## src/rtl/uart_rx.sv

```systemverilog
// uart_rx -- 8-bit UART receiver, 8N1 (or 8E1 with UART_RX_PARITY_EN defined).
//
// Parameters
//   CLKS_PER_BIT  system clocks per UART bit (4..65535)
// Ports
//   clk              system clock, rising edge
//   rst              synchronous active-high reset
//   i_RX_Serial      asynchronous serial line, idle high
//   o_RX_DV          one-cycle pulse, o_RX_Byte valid
//   o_RX_Byte        last good byte, held until next o_RX_DV
//   o_RX_Active      high from start-bit detection until back in IDLE
//   o_RX_Frame_Err   one-cycle pulse when the stop bit samples low
//   o_RX_Parity_Err  one-cycle pulse on even-parity mismatch (0 unless
//                    UART_RX_PARITY_EN is defined)
module uart_rx #(
  parameter int CLKS_PER_BIT = 434
) (
  input  logic       clk,
  input  logic       rst,
  input  logic       i_RX_Serial,
  output logic       o_RX_DV,
  output logic [7:0] o_RX_Byte,
  output logic       o_RX_Active,
  output logic       o_RX_Frame_Err,
  output logic       o_RX_Parity_Err
);

  localparam int CW = $clog2(CLKS_PER_BIT);
  localparam logic [CW-1:0] CNT_MAX  = CW'(CLKS_PER_BIT - 1);
  localparam logic [CW-1:0] CNT_HALF = CW'((CLKS_PER_BIT - 1) / 2);

  typedef enum logic [2:0] {IDLE, START, DATA, PARITY, STOP, CLEANUP} state_t;

  state_t          state, state_nxt;
  logic            rx_meta, rx_sync;
  logic [1:0]      sync_vld;   // shift register: rx_sync carries real line data once [1] is set
  logic            armed;      // a high line has been seen since reset
  logic [CW-1:0]   clk_cnt;
  logic [2:0]      bit_idx;
  logic [7:0]      rx_shift;
  logic            cnt_clr, data_smp, stop_smp;
`ifdef UART_RX_PARITY_EN
  logic            par_smp, par_bad;
`endif

  // state register
  always_ff @(posedge clk) begin
    if (rst) state <= IDLE;
    else     state <= state_nxt;
  end

  // next state
  always_comb begin
    state_nxt = state;
    case (state)
      // armed keeps a line that is already low at reset release from
      // looking like a start bit; only a fresh falling edge starts a frame.
      IDLE:    if (armed && !rx_sync) state_nxt = START;
      START:   if (clk_cnt == CNT_HALF) state_nxt = rx_sync ? IDLE : DATA;
      DATA:    if (clk_cnt == CNT_MAX && bit_idx == 3'd7)
`ifdef UART_RX_PARITY_EN
                 state_nxt = PARITY;
`else
                 state_nxt = STOP;
`endif
      PARITY:  if (clk_cnt == CNT_MAX) state_nxt = STOP;
      STOP:    if (clk_cnt == CNT_MAX) state_nxt = CLEANUP;
      CLEANUP: state_nxt = IDLE;
      default: state_nxt = IDLE;
    endcase
  end

  // outputs / datapath strobes
  always_comb begin
    o_RX_Active = (state == START) || (state == DATA) ||
                  (state == PARITY) || (state == STOP);
    cnt_clr     = (state == IDLE) || (clk_cnt == CNT_MAX) ||
                  (state == START && clk_cnt == CNT_HALF);
    data_smp    = (state == DATA) && (clk_cnt == CNT_MAX);
    stop_smp    = (state == STOP) && (clk_cnt == CNT_MAX);
`ifdef UART_RX_PARITY_EN
    par_smp     = (state == PARITY) && (clk_cnt == CNT_MAX);
`endif
  end

  always_ff @(posedge clk) begin
    if (rst) begin
      rx_meta        <= 1'b1;
      rx_sync        <= 1'b1;
      sync_vld       <= '0;
      armed          <= 1'b0;
      clk_cnt        <= '0;
      bit_idx        <= '0;
      rx_shift       <= '0;
      o_RX_Byte      <= '0;
      o_RX_DV        <= 1'b0;
      o_RX_Frame_Err <= 1'b0;
`ifdef UART_RX_PARITY_EN
      par_bad         <= 1'b0;
      o_RX_Parity_Err <= 1'b0;
`endif
    end else begin
      rx_meta        <= i_RX_Serial;
      rx_sync        <= rx_meta;
      sync_vld       <= {sync_vld[0], 1'b1};
      armed          <= armed | (sync_vld[1] & rx_sync);
      clk_cnt        <= cnt_clr ? '0 : clk_cnt + 1'b1;
      o_RX_DV        <= 1'b0;
      o_RX_Frame_Err <= 1'b0;
`ifdef UART_RX_PARITY_EN
      o_RX_Parity_Err <= 1'b0;
      if (par_smp) par_bad <= rx_sync ^ (^rx_shift);
`endif
      if (data_smp) begin
        rx_shift <= {rx_sync, rx_shift[7:1]};  // LSB arrives first
        bit_idx  <= bit_idx + 3'd1;            // wraps 7 -> 0 on the last bit
      end
      if (stop_smp) begin
        if (!rx_sync)
          o_RX_Frame_Err <= 1'b1;              // frame error wins over parity
`ifdef UART_RX_PARITY_EN
        else if (par_bad)
          o_RX_Parity_Err <= 1'b1;
`endif
        else begin
          o_RX_Byte <= rx_shift;
          o_RX_DV   <= 1'b1;
        end
      end
    end
  end

`ifndef UART_RX_PARITY_EN
  assign o_RX_Parity_Err = 1'b0;
`endif

endmodule

```

## config.mk

```make
export PLATFORM = sky130hd
export DESIGN_NAME = uart_rx
export DESIGN_NICKNAME = d
export VERILOG_FILES = /design/src/rtl/uart_rx.sv
export SDC_FILE = /design/constraint.sdc
export NUM_CORES = 1
export LEC_CHECK = 0
export BUFFER_PORTS_ARGS = -buffer_cell sky130_fd_sc_hd__buf_2
export CORE_ASPECT_RATIO = 0.6
export CORE_MARGIN = 2
export CORE_UTILIZATION = 55
export DETAILED_ROUTE_END_ITERATION = 8
export PLACE_DENSITY = 0.75
export RECOVER_POWER = 25
export SYNTH_ARGS = -nofsm -noshare
export SYNTH_HDL_FRONTEND = slang
export SYNTH_SLANG_ARGS = --single-unit
```

## constraint.sdc

```tcl
create_clock -name clk -period 2.2 [get_ports clk]
set_input_delay 0.22 -clock clk [delete_from_list [all_inputs] [get_ports clk]]
set_output_delay 0.22 -clock clk [all_outputs]
set_load 0.02 [all_outputs]
```

==> results.py, run 1 <==
metrics = {
    "synth": {
        "ys.warnings.count": 0,
        "synth.net_count": 164,
        "async_reset_ff_share_pct": 0,
        "synth_flop_cell": "sky130_fd_sc_hd__dfxtp_1",
        "synth_edf_count": 0,
        "synth_cells": 156,
        "synth_seq_cells": 38,
        "syn_area_mm2": 0.00157,
        "synth.avg_cell_area_um2": 10.1,
        "ys_types": 36,
        "yosysSeqAreaShare_pct": 48.5,
    },
    "setup_path": {
        "flop2flop_setup_slack_ps": 410,
        "crit_type": "register to register",
        "cp.required_ps": 2380,
        "end_kind": "register",
        "regToRegStartpoint": "bit_idx[0]",
        "worstPathMaxFanout": 3,
        "worstSetupStartpoint": "bit_idx[0]",
        "arrival_time_at_the_worst_endpoint_ps": 1970,
        "crit_path_start_kind": "register",
    },
    "timing": {
        "timing.final.setup_violations": 0,
        "finalCritPeriodShare_pct": 81.3,
        "maxSlewHeadroom_pct": 19.1,
        "transition_at_the_pin_with_the_smallest_max_transition_slack_ps": 1210,
        "tns_ps": 0,
        "report.final.hold_viol_count": 0,
        "final_max_slew_viol_count": 0,
        "min_period_ps": 1790,
        "finClkSkew_ps": 7.45,
        "setup_repair_after_global_routing_missed_its_margin": "false",
        "max_freq_mhz": 559,
    },
    "clock_network": {
        "holdBufCountCts": 0,
        "cts_tree": "built",
        "h-tree-depth": 2,
        "clock-root-buffer": "sky130_fd_sc_hd__clkbuf_8",
        "cts_repair_resize_count": 0,
        "worstSkewPairLatency_ps": 280,
        "cts-buffers-inserted": 5,
        "tritoncts_num_sinks": 38,
        "clk_pin_slew_worst_paths_ps": 80,
        "largest_buffer_count_on_any_clock_path": 2,
        "post_cts.repair.setup_buffers": 0,
    },
    "place": {
        "numPortBuffers": 13,
        "finalWeightedCongestion": 0.845,
        "detailed_place_hpwl_mm": 1.79,
    },
    "global_route": {
        "met3_usage_pct": 6.64,
        "layer_with_the_highest_usage": "met2",
        "grt_antenna_before_repair": 0,
        "global_route_usage_sum_pct": 19.5,
        "first_pass_grt_wire_length_mm": 4.75,
        "globalRoute.totalOverflow": 0,
        "use_met2_pct": 30.7,
        "grt_start_max_net_pins": 31,
        "grtUsageMet1_pct": 25.8,
        "first_global_vias": 1035,
    },
    "power_and_ir_drop": {
        "power_frac_clock_pct": 49.9,
        "power.static_leakage_nw": 0.776,
        "power.share.sequential_pct": 48.6,
        "switching_share_pct": 17.5,
        "p_switching_mw": 0.250,
        "ir_worst_vdd_uv": 397,
        "internal-power_mw": 1.18,
        "share_comb_of_total_power_pct": 1.5,
        "power-per-cell-area_mw_per_mm2": 810,
    },
    "outcome": {
        "outcome": "complete, no violations",
    },
    "routing": {
        "post_drt_via_cell_ratio": 5.32,
        "drtIter0Drc": 59,
        "drc": 0,
        "routed_wirelength_mm": 2.73,
        "avgRoutedWirePerCell_um": 13.5,
        "via_count": 1074,
        "pre_repair_dr_iteration_count": 4,
        "detail-route-antenna-nets": 0,
    },
    "final_layout": {
        "fin_util_pct": 67.8,
        "layout.area.seq_um2": 761,
        "n_antenna_cell": 0,
        "flow.area_growth_from_synthesis_pct": 12.8,
        "nNetsFinal": 177,
        "fillers": 213,
        "drive_gt1_share_pct": 17.1,
        "multiInputGateArea_um2": 733,
    },
    "floorplan": {
        "die_extent_in_x_um": 73.0,
        "floorplan.rows": 14,
        "initial_utilization_pct": 60.1,
        "die_area_mm2": 0.00331,
        "coreArea_mm2": 0.00261,
        "chipHeight_um": 45.4,
        "floorplan.io_pins": 15,
    },
    "min_path": {
        "min-delay-start": "i_RX_Serial",
        "hold_crit_path_type": "input pin to register",
    },
    "run": {
        "timing.max_cap.violations": 0,
    },
}
==> logic make-up after synthesis <==
family                   Yosys count  share of synthesized area, %
AND/OR/NAND/NOR                   60                          21.1
flip-flops                        38                          48.5
multiplexers                      18                          11.5
buffers and inverters             15                          4.78
AO/OA/AOI/OAI                     10                          4.86
XOR/XNOR                           9                          5.02
adder cells (fa/ha/maj)            5                          3.99
other                              1                         0.239
==> layout by cell type, fill, tap and decap left out, types with 3 or more instances in the layout <==
cell type,n
sky130_fd_sc_hd__dfxtp_1,38
sky130_fd_sc_hd__nor2_1,24
sky130_fd_sc_hd__mux2i_1,18
sky130_fd_sc_hd__nor2_2,9
sky130_fd_sc_hd__clkbuf_1,8
sky130_fd_sc_hd__inv_1,6
sky130_fd_sc_hd__xnor2_1,6
sky130_fd_sc_hd__clkbuf_8,6
sky130_fd_sc_hd__ha_1,5
sky130_fd_sc_hd__buf_2,5
sky130_fd_sc_hd__nand3_1,4
sky130_fd_sc_hd__nand2_1,3
sky130_fd_sc_hd__nor3b_1,3
sky130_fd_sc_hd__a21oi_1,3
sky130_fd_sc_hd__nor3_1,3
sky130_fd_sc_hd__xor2_1,3
==> routing by layer <==
metal  part of all wire [%]  routed length [um]  vias up
met4                    1.1                  29        0
li1                       -                   -      546
met5                      0                   0        -
met2                     43                1170       31
met1                     50                1380      493
met3                    5.8                 159        4
==> Yosys cell counts, drive strengths merged (2+ instances only) <==
cell type  number  area (um^2)
nor4            3         25.0
o21ai           2         10.0
or2             2         12.5
xnor2           6         52.6
nor3            3         15.0
nand2           3         11.3
nor2           33          146
a21oi           3         15.0
nor2b           2         12.5
inv             6         22.5
nor3b           3         22.5
ha              5         62.6
xor2            3         26.3
dfxtp          38          761
clkbuf          3         12.5
buf             6         40.0
or3b            2         17.5
mux2i          18          180
nand3           4         20.0
==> worst max-delay path: stages, from the launching register on <==
cell,delay [ps]
sky130_fd_sc_hd__dfxtp_1,320
sky130_fd_sc_hd__ha_1,200
sky130_fd_sc_hd__ha_1,190
sky130_fd_sc_hd__a2111oi_1,640
sky130_fd_sc_hd__nor4_1,100
sky130_fd_sc_hd__a32o_1,240
==> layout make-up <==
cell class / instances / area share, %
clock buffer: 6 / 4.67
timing repair buffer: 15 / 3.96
clock inverter: 2 / 3.39
inverter: 6 / 1.27
multi-input combinational: 103 / 41.4
sequential: 38 / 43.0
tap: 32 / 2.26
==> final timing paths <==
kind / to / depth (start not counted)
worst min-delay path: rx_meta / 2
worst max register to register: state[0] / 5
worst min register to register: rx_sync / 1
worst max-delay path: state[0] / 5
==> registers in the layout (all words and copies together), names as in the netlist <==
register / cells
armed: 1
bit_idx: 3
clk_cnt: 9
o_RX_Byte: 8
o_RX_DV: 1
o_RX_Frame_Err: 1
rx_meta: 1
rx_shift: 8
rx_sync: 1
state: 3
sync_vld: 2
==> stage by stage <==
| stage | cells | area (um^2) | hold slack [ps] | setup WS [ps] | power, mW |
|---|---|---|---|---|---|
| floorplan | 156 | 1570 | 324 | 659 | 0.730 |
| global placement | 194 | 1640 | 401 | 471 | 0.733 |
| detailed placement | 194 | 1640 | 407 | 440 | 0.734 |
| CTS | 202 | 1780 | 124 | 423 | 1.45 |
| global route | 202 | 1770 | 115 | 316 | 1.48 |
| finish | 202 | 1770 | 128 | 412 | 1.43 |
==> power by group through the flow <==
stage | registers [mW] | logic, mW | clock network, mW
floorplan | 0.711 | 0.0186 | 0
global placement | 0.712 | 0.0208 | 0
detailed placement | 0.712 | 0.0214 | 0
CTS | 0.696 | 0.0215 | 0.728
global route | 0.697 | 0.0238 | 0.759
finish | 0.696 | 0.0211 | 0.715
(Power assumes the default switching activity.)
==> run 2, diff against run 1 <==
==> constraint.sdc (replaced) <==
create_clock -name clk -period 1.65 [get_ports clk]
set_input_delay 0.165 -clock clk [delete_from_list [all_inputs] [get_ports clk]]
set_output_delay 0.165 -clock clk [all_outputs]
set_load 0.02 [all_outputs]
==> run 2 against run 1 <==
First-iteration DRC count unchanged. Power increased by 12%. Die area unchanged. Largest cell class unchanged. Sequential power increased by 33%. Setup slack got worse by 350 ps. Critical path depth unchanged. Cell count increased by 3.0%. Via count increased by 3.0%.
==> results.py, run 2 (synthesized netlist as in run 1, its figures left out) <==
metrics = {
    "outcome": {
        "outcome": "complete, no violations",
    },
    "final_layout": {
        "most-common-layout-cells": "sky130_fd_sc_hd__dfxtp_1 (34), sky130_fd_sc_hd__nor2_1 (24), sky130_fd_sc_hd__mux2i_1 (18)",
        "fin_util_pct": 70.2,
        "fin_area_mm2": 0.00183,
        "drive_gt1_share_pct": 24.4,
        "nNetsFinal": 183,
        "flow.area_growth_from_synthesis_pct": 16.8,
        "registers.top_by_ff_count": "clk_cnt",
        "largest_register_ff_count": 9,
        "top_regs": "clk_cnt x9, o_RX_Byte x8, rx_shift x8",
        "mostFrequentLayoutCell": "sky130_fd_sc_hd__dfxtp_1",
        "n_antenna_cell": 0,
    },
    "power_and_ir_drop": {
        "power.share.sequential_pct": 57.8,
        "share_comb_of_total_power_pct": 2.2,
        "switching_share_pct": 20.6,
        "power.static_leakage_nw": 0.811,
        "internal-power_mw": 1.27,
        "power-per-cell-area_mw_per_mm2": 875,
        "power_frac_clock_pct": 40.0,
        "p_switching_mw": 0.331,
        "ir_worst_vdd_uv": 628,
    },
    "setup_path": {
        "cp.required_ps": 1830,
        "worstPathMaxFanout": 3,
        "crit_path_start_kind": "register",
        "crit_type": "register to register",
        "arrival_time_at_the_worst_endpoint_ps": 1770,
        "end_kind": "register",
    },
    "clock_network": {
        "tritoncts_num_sinks": 38,
        "cts-buffers-inserted": 5,
        "clock-root-buffer": "sky130_fd_sc_hd__clkbuf_8",
        "post_cts.repair.setup_buffers": 0,
        "cts_tree": "built",
        "holdBufCountCts": 0,
        "largest_buffer_count_on_any_clock_path": 2,
        "h-tree-depth": 2,
        "worstSkewPairLatency_ps": 290,
        "clk_pin_slew_worst_paths_ps": 70,
    },
    "timing": {
        "final_max_slew_viol_count": 0,
        "report.final.hold_viol_count": 0,
        "finalCritPeriodShare_pct": 96.1,
        "max_freq_mhz": 630,
        "min_period_ps": 1590,
        "timing.final.setup_violations": 0,
        "postLayoutSetupSlackWorst_ps": 64.0,
        "finClkSkew_ps": 4.75,
        "worst_hold_slack_ps": 65.5,
    },
    "floorplan": {
        "initial_utilization_pct": 60.1,
        "coreArea_mm2": 0.00261,
        "floorplan.io_pins": 15,
        "die_area_mm2": 0.00331,
        "chipHeight_um": 45.4,
        "floorplan.rows": 14,
        "die_extent_in_x_um": 73.0,
    },
    "place": {
        "detailed_place_hpwl_mm": 2.11,
        "numPortBuffers": 13,
        "finalWeightedCongestion": 0.940,
        "detailedPlace.worstSlack_ps": -67.3,
        "place_area_mm2": 0.00172,
    },
    "min_path": {
        "hold_crit_path_type": "input pin to register",
    },
    "global_route": {
        "grt_start_max_net_pins": 30,
        "global_route_usage_sum_pct": 21.7,
        "first_pass_grt_wire_length_mm": 5.11,
        "globalRoute.totalOverflow": 0,
        "first_global_vias": 1078,
        "grt_antenna_before_repair": 0,
    },
    "routing": {
        "via_count": 1106,
        "routed_wirelength_mm": 3.05,
        "detail-route-antenna-nets": 0,
        "avgRoutedWirePerCell_um": 14.6,
        "post_drt_via_cell_ratio": 5.32,
        "drtIter0Drc": 59,
        "pre_repair_dr_iteration_count": 5,
        "drc": 0,
    },
    "run": {
        "timing.max_cap.violations": 0,
    },
}
## run 2: worst paths after layout
| path | start | end | slack [ps] | cells after the start |
|---|---|---|---|---|
| worst max-delay path | bit_idx[0] | state[0] | 60 | 5 |
| worst min-delay path | i_RX_Serial | rx_meta | 70 | 2 |
| worst max register to register | bit_idx[0] | state[0] | 60 | 5 |
| worst min register to register | rx_meta | rx_sync | 420 | 1 |
## run 2: routing by layer
| metal | GRT usage (%) | wire length (um) |
|---|---|---|
| met1 | 28.7 | 1500 |
| met2 | 33.3 | 1310 |
| met3 | 7.30 | 168 |
| met5 | 0 | 0 |
| met4 | 8.89 | 65 |
## run 2: critical path: stages (launching register included)
cell                        delay, ps
sky130_fd_sc_hd__dfxtp_1          330
sky130_fd_sc_hd__ha_1             200
sky130_fd_sc_hd__ha_1             230
sky130_fd_sc_hd__a2111oi_4        400
sky130_fd_sc_hd__nor4_1           120
sky130_fd_sc_hd__a32o_1           210
## run 2: area by class of cell
class / instances / area (um^2)
clock inverters: 1 / 5.00
flip-flops and latches: 38 / 766
well taps: 32 / 40.0
multi-input cells: 103 / 762
repair buffers: 21 / 151
inverters: 6 / 22.5
clock buffers: 7 / 86.3
fillers: 203 / 777
## run 2: stage by stage
stage               std cells  setup TNS, ps  total power [mW]
finish                    208              0              1.60
global route              208          -33.8              1.66
global placement          200          -21.0             0.982
detailed placement        200          -90.7             0.983
CTS                       208              0              1.61
floorplan                 156              0             0.973
## run 2: power groups by stage
stage / clock [mW] / combinational, mW / sequential, mW
global route: 0.689 / 0.0395 / 0.928
CTS: 0.652 / 0.0356 / 0.928
floorplan: 0 / 0.0247 / 0.948
global placement: 0 / 0.0340 / 0.948
finish: 0.641 / 0.0358 / 0.928
detailed placement: 0 / 0.0349 / 0.948
## run 2: repair_timing
| item | CTS | global route |
|---|---|---|
| gates resized for setup | 2 | 8 |
| gates cloned | 0 | 0 |
| pin swaps | 0 | 1 |
| setup endpoints to repair | 11 | 14 |
==> run 3, diff against run 2 <==
--- a/config.mk
+++ b/config.mk
@@ -8,10 +8,10 @@
 export BUFFER_PORTS_ARGS = -buffer_cell sky130_fd_sc_hd__buf_2
 export CORE_ASPECT_RATIO = 0.6
 export CORE_MARGIN = 2
-export CORE_UTILIZATION = 55
+export CORE_UTILIZATION = 40
 export DETAILED_ROUTE_END_ITERATION = 8
-export PLACE_DENSITY = 0.75
 export RECOVER_POWER = 25
+export SLEW_MARGIN = 10
 export SYNTH_ARGS = -nofsm -noshare
 export SYNTH_HDL_FRONTEND = slang
 export SYNTH_SLANG_ARGS = --single-unit
==> constraint.sdc (replaced) <==
create_clock -name clk -period 1.65 [get_ports clk]
set_input_delay 0.2475 -clock clk [delete_from_list [all_inputs] [get_ports clk]]
set_output_delay 0.2475 -clock clk [all_outputs]
set_load 0.02 [all_outputs]
==> run 3 against run 2 <==
Sequential cell count unchanged. Power rose by 18%. Cell area grew 4.0%. Via count grew 0.81%.
==> results.py, run 3 (synthesized netlist as in run 1, its figures left out) <==
metrics = {
    "setup_path": {
        "critical_path.max_stage_delay_ps": 380,
        "cp.required_ps": 1830,
        "worstPathMaxFanout": 9,
        "cp_slowest_cell": "sky130_fd_sc_hd__or3b_4",
        "crit_type": "register to register",
        "timing.critical_path.max_delay_family": "simple AND/OR/NAND/NOR gates",
        "end_kind": "register",
        "path_cells": "inv_1 -> ha_1 -> or3b_4 -> nor4_4 -> a21bo_1 -> buf_12 -> nor2_2",
        "arrival_time_at_the_worst_endpoint_ps": 1740,
        "critical_path_buf_inv_count": 2,
        "crit_path_start_kind": "register",
    },
    "routing": {
        "pre_repair_dr_iteration_count": 4,
        "drc": 0,
        "routed_wirelength_mm": 2.85,
        "post_drt_via_cell_ratio": 4.96,
        "detail-route-antenna-nets": 0,
        "via_count": 1115,
        "drtIter0Drc": 40,
        "avgRoutedWirePerCell_um": 12.7,
    },
    "final_layout": {
        "registers.top_by_ff_count": "clk_cnt",
        "largest_register_ff_count": 9,
        "n_antenna_cell": 0,
        "nNetsFinal": 185,
        "most-common-layout-cells": "sky130_fd_sc_hd__dfxtp_1 (36), sky130_fd_sc_hd__nor2_1 (24), sky130_fd_sc_hd__mux2i_1 (18)",
        "fillers": 331,
        "mostFrequentLayoutCell": "sky130_fd_sc_hd__dfxtp_1",
        "top_regs": "clk_cnt x9, o_RX_Byte x8, rx_shift x8",
        "flow.area_growth_from_synthesis_pct": 21.5,
        "drive_gt1_share_pct": 23.6,
        "fin_area_mm2": 0.00191,
    },
    "clock_network": {
        "h-tree-depth": 2,
        "largest_buffer_count_on_any_clock_path": 2,
        "clock-root-buffer": "sky130_fd_sc_hd__clkbuf_8",
        "cts_tree": "built",
        "tritoncts_num_sinks": 38,
        "worstSkewPairLatency_ps": 280,
        "clk_pin_slew_worst_paths_ps": 70,
        "holdBufCountCts": 0,
        "cts-buffers-inserted": 5,
    },
    "timing": {
        "maxSlewHeadroom_pct": 47.7,
        "final_max_slew_viol_count": 0,
        "transition_at_the_pin_with_the_smallest_max_transition_slack_ps": 785,
        "tns_ps": 0,
        "finClkSkew_ps": 7.28,
        "max_freq_mhz": 639,
        "report.final.hold_viol_count": 0,
        "min_period_ps": 1560,
        "postLayoutSetupSlackWorst_ps": 85.2,
        "finalCritPeriodShare_pct": 94.8,
        "timing.final.setup_violations": 0,
    },
    "place": {
        "place_area_mm2": 0.00175,
        "numPortBuffers": 13,
        "finalWeightedCongestion": 0.765,
        "detailed_place_hpwl_mm": 2.10,
        "detailedPlace.worstSlack_ps": -152,
    },
    "floorplan": {
        "floorplan.rows": 17,
        "chipHeight_um": 52.5,
        "initial_utilization_pct": 42.2,
        "floorplan.io_pins": 15,
        "die_area_mm2": 0.00446,
        "die_extent_in_x_um": 84.9,
        "coreArea_mm2": 0.00372,
    },
    "global_route": {
        "first_pass_grt_wire_length_mm": 4.99,
        "first_global_vias": 1079,
        "globalRoute.totalOverflow": 0,
        "grt_antenna_before_repair": 0,
        "global_route_usage_sum_pct": 14.7,
        "grt_start_max_net_pins": 19,
    },
    "outcome": {
        "outcome": "complete, no violations",
    },
    "power_and_ir_drop": {
        "total_power_mw": 1.90,
        "power.static_leakage_nw": 0.836,
        "ir_worst_vdd_uv": 626,
        "power-per-cell-area_mw_per_mm2": 994,
    },
    "run": {
        "timing.max_cap.violations": 0,
    },
    "min_path": {
        "hold_crit_path_type": "input pin to register",
    },
}
## run 3: cell types whose count changed in the layout (fill, tap and decap cells not counted), sizes merged
cell    delta
bufinv     +2
buf        +1
clkbuf     -1
## run 3: metrics by stage
step | utilization, % | hold WS, ps | cells
floorplan | - | 351 | 156
global placement | 46.9 | 396 | 216
detailed placement | 46.9 | 401 | 216
CTS | 51.1 | 149 | 224
global route | 51.2 | 148 | 225
finish | 51.2 | 159 | 225
## run 3: where the power goes
group | internal (mW) | switching [mW] | total (mW)
sequential | 0.924 | 0.00452 | 0.928
clock | 0.606 | 0.327 | 0.932
combinational | 0.0128 | 0.0230 | 0.0358
total | 1.54 | 0.354 | 1.90
## run 3: area by class of cell
type,count,area [um^2],area share [%]
clock inverter,3,68.8,3.61
tap,47,58.8,3.08
sequential,38,763,40.0
clock buffer,5,68.8,3.61
multi-input combinational,103,762,40.0
timing repair buffer,23,163,8.53
inverter,6,22.5,1.18
## run 3: worst register-to-register path, stage by stage (launching register included)
cell                      delay [ps]
sky130_fd_sc_hd__dfxtp_2         340
sky130_fd_sc_hd__inv_1            50
sky130_fd_sc_hd__ha_1            120
sky130_fd_sc_hd__or3b_4          380
sky130_fd_sc_hd__nor4_4          180
sky130_fd_sc_hd__a21bo_1         200
sky130_fd_sc_hd__buf_12          140
sky130_fd_sc_hd__nor2_2           40
## run 3: path summary, 6_finish.rpt
check	from	end	slack (ps)	cells after the start
setup / recovery	clk_cnt[0]	clk_cnt[2]	90	7
hold / removal	i_RX_Serial	rx_meta	160	2
setup reg to reg	clk_cnt[0]	clk_cnt[2]	90	7
hold reg to reg	rx_meta	rx_sync	410	1
## run 3: layer usage
| metal | global-route usage (%) | part of all wire, % |
|---|---|---|
| met1 | 20.0 | 55 |
| met2 | 21.5 | 41 |
| met3 | 4.41 | 3.3 |
| met4 | 6.35 | 0.49 |
| met5 | 0 | 0 |
## run 3: repair_timing
item / CTS / global route
endpoints found under the setup margin: 3 / 11
buffers inserted: 0 / 1
gates resized for setup: 2 / 5
pin swaps: 0 / 1
